===== src/rtl/marquee_frame_builder.sv =====
// Builds the eight-character frame for the seven-segment tube driver from a
// writable message buffer, either showing it statically or scrolling it leftward.
module marquee_frame_builder #(
  parameter int         MSG_DEPTH = 32,
  parameter int         TICK_DIV  = 50000000,
  parameter logic [5:0] BLANK     = 6'd20
) (
  input  logic                         sys_clk,
  input  logic                         sys_rest,
  input  logic                         wr_en,
  input  logic [$clog2(MSG_DEPTH)-1:0] wr_addr,
  input  logic [5:0]                   wr_char,
  input  logic [6:0]                   msg_len,
  input  logic                         mode,
  input  logic                         loop,
  input  logic                         start,
  input  logic                         stop,
  output logic                         busy,
  output logic [47:0]                  frame,
  output logic                         frame_valid,
  output logic                         done
);

  localparam int AW = $clog2(MSG_DEPTH);
  localparam int OW = $clog2(MSG_DEPTH + 9);
  localparam int TW = $clog2(TICK_DIV);
  localparam int SW = 8;

  localparam logic [1:0] ST_IDLE   = 2'd0;
  localparam logic [1:0] ST_STATIC = 2'd1;
  localparam logic [1:0] ST_SCROLL = 2'd2;

  localparam logic [47:0] ALL_BLANK = {8{BLANK}};

  logic [5:0]    mem_q [MSG_DEPTH];
  logic [1:0]    state_q, state_d;
  logic [OW-1:0] off_q, off_d;
  logic [TW-1:0] tick_q, tick_d;
  logic [6:0]    len_q, len_d;
  logic          loop_q, loop_d;
  logic [47:0]   frame_q, frame_d;
  logic          fv_q, fv_d;
  logic          done_q, done_d;
  logic [6:0]    lenIn;

  always_ff @(posedge sys_clk) begin
    if (wr_en) mem_q[wr_addr] <= wr_char;
  end

  // Window digit i shows V[off+i]; V is 8 blanks, then the message, then blanks.
  // The index is widened so that out-of-range positions never alias into the buffer.
  function automatic logic [47:0] compose(input logic [OW-1:0] off, input logic [6:0] len);
    logic [SW-1:0] pos;
    logic [47:0]   f;
    f = ALL_BLANK;
    for (int i = 0; i < 8; i++) begin
      pos = SW'(off) + SW'(i);
      if (pos >= SW'(8) && (pos - SW'(8)) < SW'(len))
        f[47-6*i -: 6] = mem_q[AW'(pos - SW'(8))];
    end
    return f;
  endfunction

  assign lenIn = (msg_len > 7'(MSG_DEPTH)) ? 7'(MSG_DEPTH) : msg_len;

  always_comb begin
    state_d = state_q;
    off_d   = off_q;
    tick_d  = tick_q;
    len_d   = len_q;
    loop_d  = loop_q;
    frame_d = frame_q;
    fv_d    = 1'b0;
    done_d  = 1'b0;
    case (state_q)
      ST_IDLE: begin
        if (start && !stop && lenIn != 7'd0) begin
          len_d  = lenIn;
          loop_d = loop;
          off_d  = '0;
          tick_d = '0;
          fv_d   = 1'b1;
          if (mode) begin
            state_d = ST_SCROLL;
            frame_d = ALL_BLANK;
          end else begin
            state_d = ST_STATIC;
            frame_d = compose(OW'(8), lenIn);
          end
        end
      end
      ST_STATIC, ST_SCROLL: begin
        if (stop) begin
          state_d = ST_IDLE;
          frame_d = ALL_BLANK;
          fv_d    = 1'b1;
          off_d   = '0;
          tick_d  = '0;
        end else if (state_q == ST_SCROLL) begin
          if (tick_q == TW'(TICK_DIV - 1)) begin
            tick_d = '0;
            // The all-blank window at off = len+8 is the last frame of a pass.
            if (off_q == OW'(len_q) + OW'(8)) begin
              done_d  = 1'b1;
              off_d   = '0;
              frame_d = ALL_BLANK;
              if (loop_q) fv_d = 1'b1;
              else        state_d = ST_IDLE;
            end else begin
              off_d   = off_q + OW'(1);
              frame_d = compose(off_q + OW'(1), len_q);
              fv_d    = 1'b1;
            end
          end else begin
            tick_d = tick_q + TW'(1);
          end
        end
      end
      default: state_d = ST_IDLE;
    endcase
  end

  always_ff @(posedge sys_clk) begin
    if (sys_rest) begin
      state_q <= ST_IDLE;
      off_q   <= '0;
      tick_q  <= '0;
      len_q   <= '0;
      loop_q  <= 1'b0;
      frame_q <= ALL_BLANK;
      fv_q    <= 1'b0;
      done_q  <= 1'b0;
    end else begin
      state_q <= state_d;
      off_q   <= off_d;
      tick_q  <= tick_d;
      len_q   <= len_d;
      loop_q  <= loop_d;
      frame_q <= frame_d;
      fv_q    <= fv_d;
      done_q  <= done_d;
    end
  end

  assign busy        = (state_q != ST_IDLE);
  assign frame       = frame_q;
  assign frame_valid = fv_q;
  assign done        = done_q;

endmodule

===== config.mk =====
export PLATFORM = sky130hd
export DESIGN_NAME = marquee_frame_builder
export DESIGN_NICKNAME = d
export VERILOG_FILES = /design/src/rtl/marquee_frame_builder.sv
export SDC_FILE = /design/constraint.sdc
export NUM_CORES = 1
export LEC_CHECK = 0
export CAP_MARGIN = 20
export CORE_AREA = 5 5 251 253
export CTS_CLUSTER_SIZE = 8
export DETAILED_ROUTE_END_ITERATION = 10
export DIE_AREA = 0 0 256 258
export DONT_BUFFER_PORTS = 1
export PLACE_DENSITY_LB_ADDON = 0.3
export SYNTH_ARGS = -nofsm -noshare
export SYNTH_HDL_FRONTEND = slang
export SYNTH_SLANG_ARGS = --single-unit
export TNS_END_PERCENT = 30

===== constraint.sdc =====
create_clock -name sys_clk -period 9.2 [get_ports sys_clk]
set_input_delay 0.92 -clock sys_clk [delete_from_list [all_inputs] [get_ports sys_clk]]
set_output_delay 0.92 -clock sys_clk [all_outputs]
set_load 0.1 [all_outputs]

Word level (Yosys, flattened, before mapping)
Memory sizes are Yosys's and may differ from the RTL's.
Index checks and enable logic that the tools add are counted.
{ "totals": {"ramBits": 192, "rom_bits": 0, "word_cells": 138, "out_inout_bits": 51, "latch_bits": 0, "reg_bits": 92, "n_memories": 1} }
{ "mem_list": {"columns": ["memory", "words", "width", "rd", "rd_ports_with_merged_regs", "write_ports", "line_no", "rtl"], "rows": [
  ["mem_q", 32, 6, 16, 0, 1, "35", "logic [5:0] mem_q [MSG_DEPTH];"]
]} }
{ "op_classes": {"mul": 0, "eq_ne": 9, "bitwise_logic": 3, "div_mod_pow": 0, "mux": 53, "reduce_logical": 21, "order_cmp": 25, "addsub": 18, "shift": 0} }
{ "ops": {"columns": ["operator", "count"], "rows": [
  ["48-bit two-way mux", 6],
  ["6-bit two-way mux", 21],
  ["26-bit two-way mux", 4],
  ["48-bit case mux with 2 select lines", 1],
  ["8-bit by 7-bit less-than comparator with 1-bit output", 8],
  ["7-bit by 4-bit subtractor with 8-bit output, second input constant", 7],
  ["26-bit case mux with 2 select lines", 1],
  ["7-bit by 4-bit >= comparator with 1-bit output, second input constant", 7],
  ["6-bit by 3-bit adder with 7-bit output, second input constant", 4],
  ["3-bit by 7-bit less-than comparator with 1-bit output, first input constant", 4],
  ["26-bit by 1-bit adder with 26-bit output, second input constant", 1],
  ["26-bit == test, second input constant", 1],
  ["6-bit by 2-bit adder with 7-bit output, second input constant", 2],
  ["1-bit by 7-bit less-than comparator with 1-bit output, first input constant", 2],
  ["2-bit by 7-bit less-than comparator with 1-bit output, first input constant", 2],
  ["2-bit two-way mux", 7],
  ["3-bit inequality test, second input constant", 4],
  ["6-bit case mux with 2 select lines", 1],
  ["1-bit logical AND", 10],
  ["1-bit two-way mux", 9],
  ["6-bit by 1-bit adder with 7-bit output, second input constant", 1],
  ["7-bit by 6-bit greater-than comparator with 1-bit output, second input constant", 1],
  ["7-bit two-way mux", 1],
  ["7-bit nonzero test", 1],
  ["20 further kinds", 23]
]} }

Logic depth before layout (Yosys ltp)
Gate-level depths: netlist of run 1.
{ "logic_depth": {"depth_word": 11, "ltp_mapped": 24} }

Worst setup path after synthesis of run 1
Ideal clock, no wire load.
{ "synth_path": {"path_type": "register -> register", "start": "register off_q[0]", "end": "register frame_q[25] (netlist: frame[25])", "arrival_time_ns": 5.959, "setup_ns": 0.070, "period_less_slack_ns": 6.029, "stages_incl_launch_ff": 24, "path_slack_ns": 3.171, "n_path_buf": 7, "path_cell_list": "dfxtp_1 buf_2 inv_2 buf_1 buf_2 clkbuf_1 ha_1 and4b_1 a31o_1 or4_4 nand2_1 inv_1 buf_2 buf_2 ha_1 inv_1 clkbuf_1 ha_1 o21a_1 o21ai_0 o221ai_2 or3_1 or4_1 o21ai_1"} }
{ "synth_via": {"elab_chain_len": 11} }
{ "synth_rtl": {"columns": ["item", "line_no", "rtl"], "rows": [
  ["start, declared", "37", "logic [OW-1:0] off_q, off_d;"],
  ["start signal, assigned", "126", "off_q <= '0;"],
  ["start signal, assigned", "135", "off_q <= off_d;"],
  ["6-bit by 1-bit adder with 6-bit output", "111", "frame_d = compose(off_q + OW'(1), len_q);"],
  ["6-bit by 2-bit adder with 7-bit output", "57", "pos = SW'(off) + SW'(i);"],
  ["7-bit by 4-bit subtractor with 8-bit output", "59", "f[47-6*i -: 6] = mem_q[AW'(pos - SW'(8))];"],
  ["8-bit by 7-bit less-than comparator with 1-bit output", "58", "if (pos >= SW'(8) && (pos - SW'(8)) < SW'(len))"],
  ["1-bit logical AND", "58", null],
  ["6-bit two-way mux", "58", null],
  ["48-bit two-way mux *", "103", "if (off_q == OW'(len_q) + OW'(8)) begin"],
  ["48-bit two-way mux *", "100", "if (tick_q == TW'(TICK_DIV - 1)) begin"],
  ["48-bit two-way mux *", "99", "end else if (state_q == ST_SCROLL) begin"],
  ["48-bit two-way mux *", "93", "if (stop) begin"],
  ["48-bit case mux with 2 select lines *", "75", "case (state_q)"],
  ["end signal, assigned", "139", "frame_q <= frame_d;"],
  ["end, declared", "41", "logic [47:0] frame_q, frame_d;"]
]} }
Mark *: on every way between the ends. The rest lies on a longest branch, timed or not. The select of a mux whose other input is x is not followed.
A chain may end at the register's enable or synchronous reset.

Final worst setup path of run 1
{ "layout_path": {"start": "register off_q[1]", "end": "register frame_q[25] (netlist: frame[25])"} }
Same word-level chain as after synthesis.

==> results.toml, run 1 <==
[outcome]
status = "completed"

[layout]
fin_cells = 2700
area_delta_synth_final_pct = 9.39
final_layout_size_suffix_gt1_share_pct = 16.8
n_antenna_cell = 0
finish.net_count = 1971
seq_area_um2 = 7610
fillCellCount = 5905
multiInputGateArea_um2 = 12500

[cts]
cts_htree_levels = 2
insertion_delay_ps = 580
cts_buffer_depth = 3
tritoncts = "built"
hold_buffers = 0
cts_resized = 0
root_buffer = "clkbuf_16"
cts_buffers = 41
cts_setup_buffers = 0
cts_sinks = 284
clk_pin_slew_ps = 60

[detailed_routing]
routed_wl_um = 76100
drtIter0Drc = 2152
dr.pass1.iters = 8
ant_nets = 0
wire_per_inst_um = 28.2
vias_per_cell = 6.35
drc = 0
vias = 17200

[timing]
hold_viol = 0
slew_headroom_pct = 23.2
worstMarginPinSlew_ps = 1150
tns_ps = 0
skew_ps = 22.7
final_max_slew_viol_count = 0
rsz0062_at_grt = "false"
finalCritPeriodShare_pct = 80.4
hold_ws_ps = 436
final.setup.worst_slack_ps = 1810
period_needed_ps = 7390
setup_violations = 0
max_freq_mhz = 135

[die]
row_count = 91
ios = 76
die_area_um2 = 66000
start_util_pct = 34.3
die_y_um = 258
die_w_um = 256
coreArea_um2 = 60800

[worst_setup_path]
crit_slowest_cell = "ha_4"
cp_cell_sequence = "inv_1 > ha_4 > inv_1 > a31o_1 > o31ai_1 > nand2_1 > inv_1 > ha_1 > inv_1 > ha_1 > a2111oi_0 > o221ai_2 > or3_1 > or4_1 > o21ai_1"
worstPathRequired_ps = 9710
reg2reg_from = "off_q[1]"
slowest_delay_ps = 930
end_kind = "flip-flop"
critPathLaunch = "off_q[1]"
r2r_slack_ps = 1810
cp_common_cell = "inv_1"
worstPathArrival_ps = 7900
path_class = "reg2reg"
cp_max_fo = 71
start_kind = "flip-flop"

[global_routing]
grt_use_met1_pct = 29.4
gr-usage-met3_pct = 4.42
gr-usage-met2_pct = 36.1
grtUsageTotal_pct = 22.2
antenna_found_initial = 3
grt_overflow = 0
top_usage_layer = "met2"
grt_pass1_wl_um = 110000
grt_pass1_vias = 16300
grt_max_degree = 73

[pwr]
p_leak_nw = 7.39
power_per_cell_area_nw_per_um2 = 140
peakVddDrop_uv = 117

[flow_run]
cap_violations = 0

[synthesis]
synth_cells = 1934
synthArstFlopShare_pct = 0
synth_ff_type = "edfxtp_1"
synth.distinct_cells = 86
syn-cell-area_um2 = 20900
synth-seq-cells = 284
synth_edf_count = 192
seq_area_frac_synth_pct = 36.5
synth_fp_nets = 2025
synth_area_per_cell_um2 = 10.8
yosysWarningCount = 0

[placement]
dp_slack_ps = 1970
gp_congestion = 0.980
dp_cells = 2625
io_buffers = 0
place_hpwl_um = 56400

[hold_path]
holdCritStartpoint = "wr_char[5]"
hp-class = "in2reg"
==> metal layers <==
layer  vias to the layer above  wire length [um]
li1                       7368                 -
met1                      8617             30200
met2                       982             35600
met3                       185              6960
met4                         0              3360
met5                         -                 0
==> registers in the layout (all words and copies together) (netlist names) <==
signal,flops
frame,48
tick_q,26
done,1
state_q,2
frame_valid,1
len_q,7
off_q,6
mem_q,192
loop_q,1
==> logic make-up after synthesis <==
logic type / after synthesis / share of synthesized area [%]
flip-flops: 284 / 36.5
XOR/XNOR: 58 / 2.70
AND/OR/NAND/NOR: 580 / 13.3
adder cells (fa/ha/maj): 66 / 3.96
buffers and inverters: 179 / 3.68
multiplexers: 366 / 27.7
AO/OA/AOI/OAI: 401 / 12.3
==> report_power, final <==
group | switching (mW) | total (mW) | leakage [nW] | internal (mW)
Sequential | 0.125 | 1.52 | 2.48 | 1.39
Combinational | 0.144 | 0.231 | 4.34 | 0.0869
Clock | 0.596 | 1.45 | 0.574 | 0.859
==> cell type report <==
type,instances,area share (%)
multi-input cells,1471,55.0
flip-flops and latches,284,33.4
clock buffers,71,5.13
well taps,790,4.33
repair buffers,34,1.23
inverters,48,0.806
clock inverters,2,0.170
==> cell usage after synthesis (18+ instances only) <==
| cell type | number | share of area (%) |
|---|---|---|
| dfxtp_1 | 92 | 8.8 |
| ha_1 | 66 | 4.0 |
| nand3_1 | 50 | 1.2 |
| xor2_1 | 18 | 0.76 |
| nor2_1 | 202 | 3.6 |
| buf_1 | 20 | 0.36 |
| nor2b_1 | 26 | 0.78 |
| a211oi_1 | 39 | 1.4 |
| nand2_1 | 137 | 2.5 |
| xnor2_1 | 35 | 1.5 |
| clkbuf_1 | 51 | 0.92 |
| buf_2 | 55 | 1.3 |
| inv_1 | 40 | 0.72 |
| o21ai_0 | 68 | 1.6 |
| mux4_2 | 165 | 18 |
| mux2_2 | 33 | 1.8 |
| a21oi_1 | 141 | 3.4 |
| edfxtp_1 | 192 | 28 |
| nor3_1 | 43 | 1.0 |
| mux2i_1 | 168 | 8.1 |
| a31oi_1 | 29 | 0.87 |
==> cells in the final DEF (no fill, tap or decap), types with 33 or more instances in the layout <==
cell       instances
inv_1             40
nand2_1          137
mux4_2           165
a211oi_1          39
mux2i_1          168
edfxtp_1         192
nor2_1           202
mux2_2            33
nand3_1           50
dfxtp_1           91
nor3_1            43
a21oi_1          141
ha_1              65
clkbuf_16         42
o21ai_0           68
==> per-stage QoR <==
stage	instance area, um^2	util (%)	power, mW
after floorplan	20900	-	1.69
after global placement	21500	35.4	1.76
after detailed placement	21600	35.5	1.76
after CTS	22800	37.5	3.22
after global routing	22800	37.5	3.29
final	22800	37.5	3.20
==> worst max-delay path, delay by kind of cell (launching register included) <==
family | cells | cell delay (ps)
adders and majority gates | 3 | 1780
buffers and inverters | 4 | 1730
AOI/OAI and AO/OA | 5 | 1660
and+or+nand+nor | 3 | 1470
DFF | 1 | 680
==> worst paths after layout <==
path,endpoint,depth (start not counted)
setup / recovery,frame[25],15
hold / removal,mem_q[15][5],0
setup reg to reg,frame[25],15
hold reg to reg,loop_q,2
(Power assumes the default switching activity.)
==> inputs of run 2 (changes only) <==
- clock period: 9.2 -> 7.2 ns (I/O delays scaled with it)
==> results.toml, run 2 (synthesis gave the netlist of run 1 again) <==
[flow_run]
cap_violations = 0

[hold_path]
min_path_cells = 0
hp-class = "in2reg"
whs_endpoint = "mem_q[12][3]"
holdCritStartpoint = "wr_char[3]"

[detailed_routing]
vias_per_cell = 6.26
drc = 0
dr.pass1.iters = 8
drtIter0Drc = 2050
routed_wl_um = 76200
ant_nets = 0
vias = 16900
wire_per_inst_um = 28.2

[worst_setup_path]
critical-path-top-delay-family = "adder cells"
critPathBufInv = 4
cp_max_fo = 20
crit_slowest_cell = "ha_1"
worst_r2r_endpoint = "frame[10]"
cp_common_cell = "ha_1"
cp_cell_sequence = "ha_1 > nand2b_1 > and2_1 > buf_4 > clkinv_2 > ha_1 > buf_4 > a21o_1 > a21oi_1 > xnor2_1 > ha_1 > inv_1 > ha_1 > a21oi_1 > o211ai_1 > a2111oi_4 > nand3_1 > a221o_1"
start_kind = "flip-flop"
r2r_slack_ps = 1350
worstPathArrival_ps = 6280
critPathLaunch = "off_q[1]"
path_class = "reg2reg"
reg2reg_from = "off_q[1]"
r2r_cells = 18
worstPathRequired_ps = 7630
slowest_delay_ps = 800
end_kind = "flip-flop"

[cts]
insertion_delay_ps = 560
cts_htree_levels = 2
root_buffer = "clkbuf_16"
tritoncts = "built"
cts_buffers = 41
clk_pin_slew_ps = 60
cts_sinks = 284
cts_buffer_depth = 3
cts_resized = 0
hold_buffers = 0
cts_setup_buffers = 0

[global_routing]
grt_max_degree = 79
grt_overflow = 0
grt_pass1_vias = 16200
grtUsageTotal_pct = 22.4
antenna_found_initial = 2
grt_pass1_wl_um = 111000

[outcome]
status = "completed"

[layout]
final_common_cell = "nor2_1"
area_delta_synth_final_pct = 9.46
finish.net_count = 1975
layout_common_cells = "nor2_1, edfxtp_1, mux2i_1, mux4_2, a21oi_1"
largest-register = "mem_q"
final_layout_size_suffix_gt1_share_pct = 17.0
fin_util_pct = 37.5
largest_reg_flops = 192
fin_cells = 2704

[die]
die_area_um2 = 66000
row_count = 91
die_y_um = 258
die_w_um = 256
ios = 76
coreArea_um2 = 60800
start_util_pct = 34.3

[timing]
slew_headroom_pct = 22.5
worstMarginPinSlew_ps = 1160
period_needed_ps = 5850
skew_ps = 23.6
hold_viol = 0
max_freq_mhz = 171
tns_ps = 0
setup_violations = 0
final_max_slew_viol_count = 0
rsz0062_at_grt = "false"
finalCritPeriodShare_pct = 81.2

[placement]
io_buffers = 0
gp_congestion = 0.981
place_hpwl_um = 56800
dp_cells = 2630

[pwr]
power_per_cell_area_nw_per_um2 = 177
peakVddDrop_uv = 147
p_leak_nw = 7.40
==> run 2: cell count changes in the layout (fill, tap and decap cells not counted), sizes merged <==
cell | previous run | this run
buf | 33 | 38
clkbuf | 72 | 68
clkinv | 3 | 4
diode | 0 | 2
==> run 2: power breakdown <==
part	total, mW	switching, mW	internal (mW)
Combinational	0.295	0.186	0.109
Sequential	1.94	0.158	1.78
Clock	1.82	0.734	1.08
Total	4.05	1.08	2.97
==> run 2: per-layer routing <==
metal / up-vias / GRT usage [%] / part of all wire, %
met3: 164 / 4.15 / 8.2
met1: 8560 / 29.1 / 40
met5: - / 0 / 0
met2: 824 / 36.8 / 47
li1: 7390 / - / -
met4: 0 / 9.40 / 5.0
==> run 2: worst max path at each step <==
stage | depth (start not counted) | slack (ps) | end
after global placement | 18 | 1530 | frame[25]
after global routing | 15 | 1050 | frame[25]
final | 18 | 1350 | frame[10]
after CTS | 18 | 1490 | frame[25]
after detailed placement | 18 | 1510 | frame[25]
after floorplan | 23 | 1170 | frame[25]
==> run 2: layout make-up <==
type | count | area, um^2
Timing Repair Buffer | 38 | 314
Clock buffer | 68 | 1150
Clock inverter | 3 | 42.5
Fill cell | 5948 | 38000
Multi-Input combinational cell | 1471 | 12500
Antenna cell | 2 | 5.00
Tap cell | 790 | 988
Sequential cell | 284 | 7610
Inverter | 48 | 184
==> run 2: through the flow <==
stage / hold WS [ps] / instance area, um^2 / setup WS (ps) / power [mW]
finish: 254 / 22800 / 1350 / 4.05
global route: 229 / 22800 / 1050 / 4.18
CTS: 226 / 22800 / 1490 / 4.08
detailed placement: 448 / 21600 / 1510 / 2.26
global placement: 447 / 21600 / 1530 / 2.25
floorplan: 437 / 20900 / 1170 / 2.16
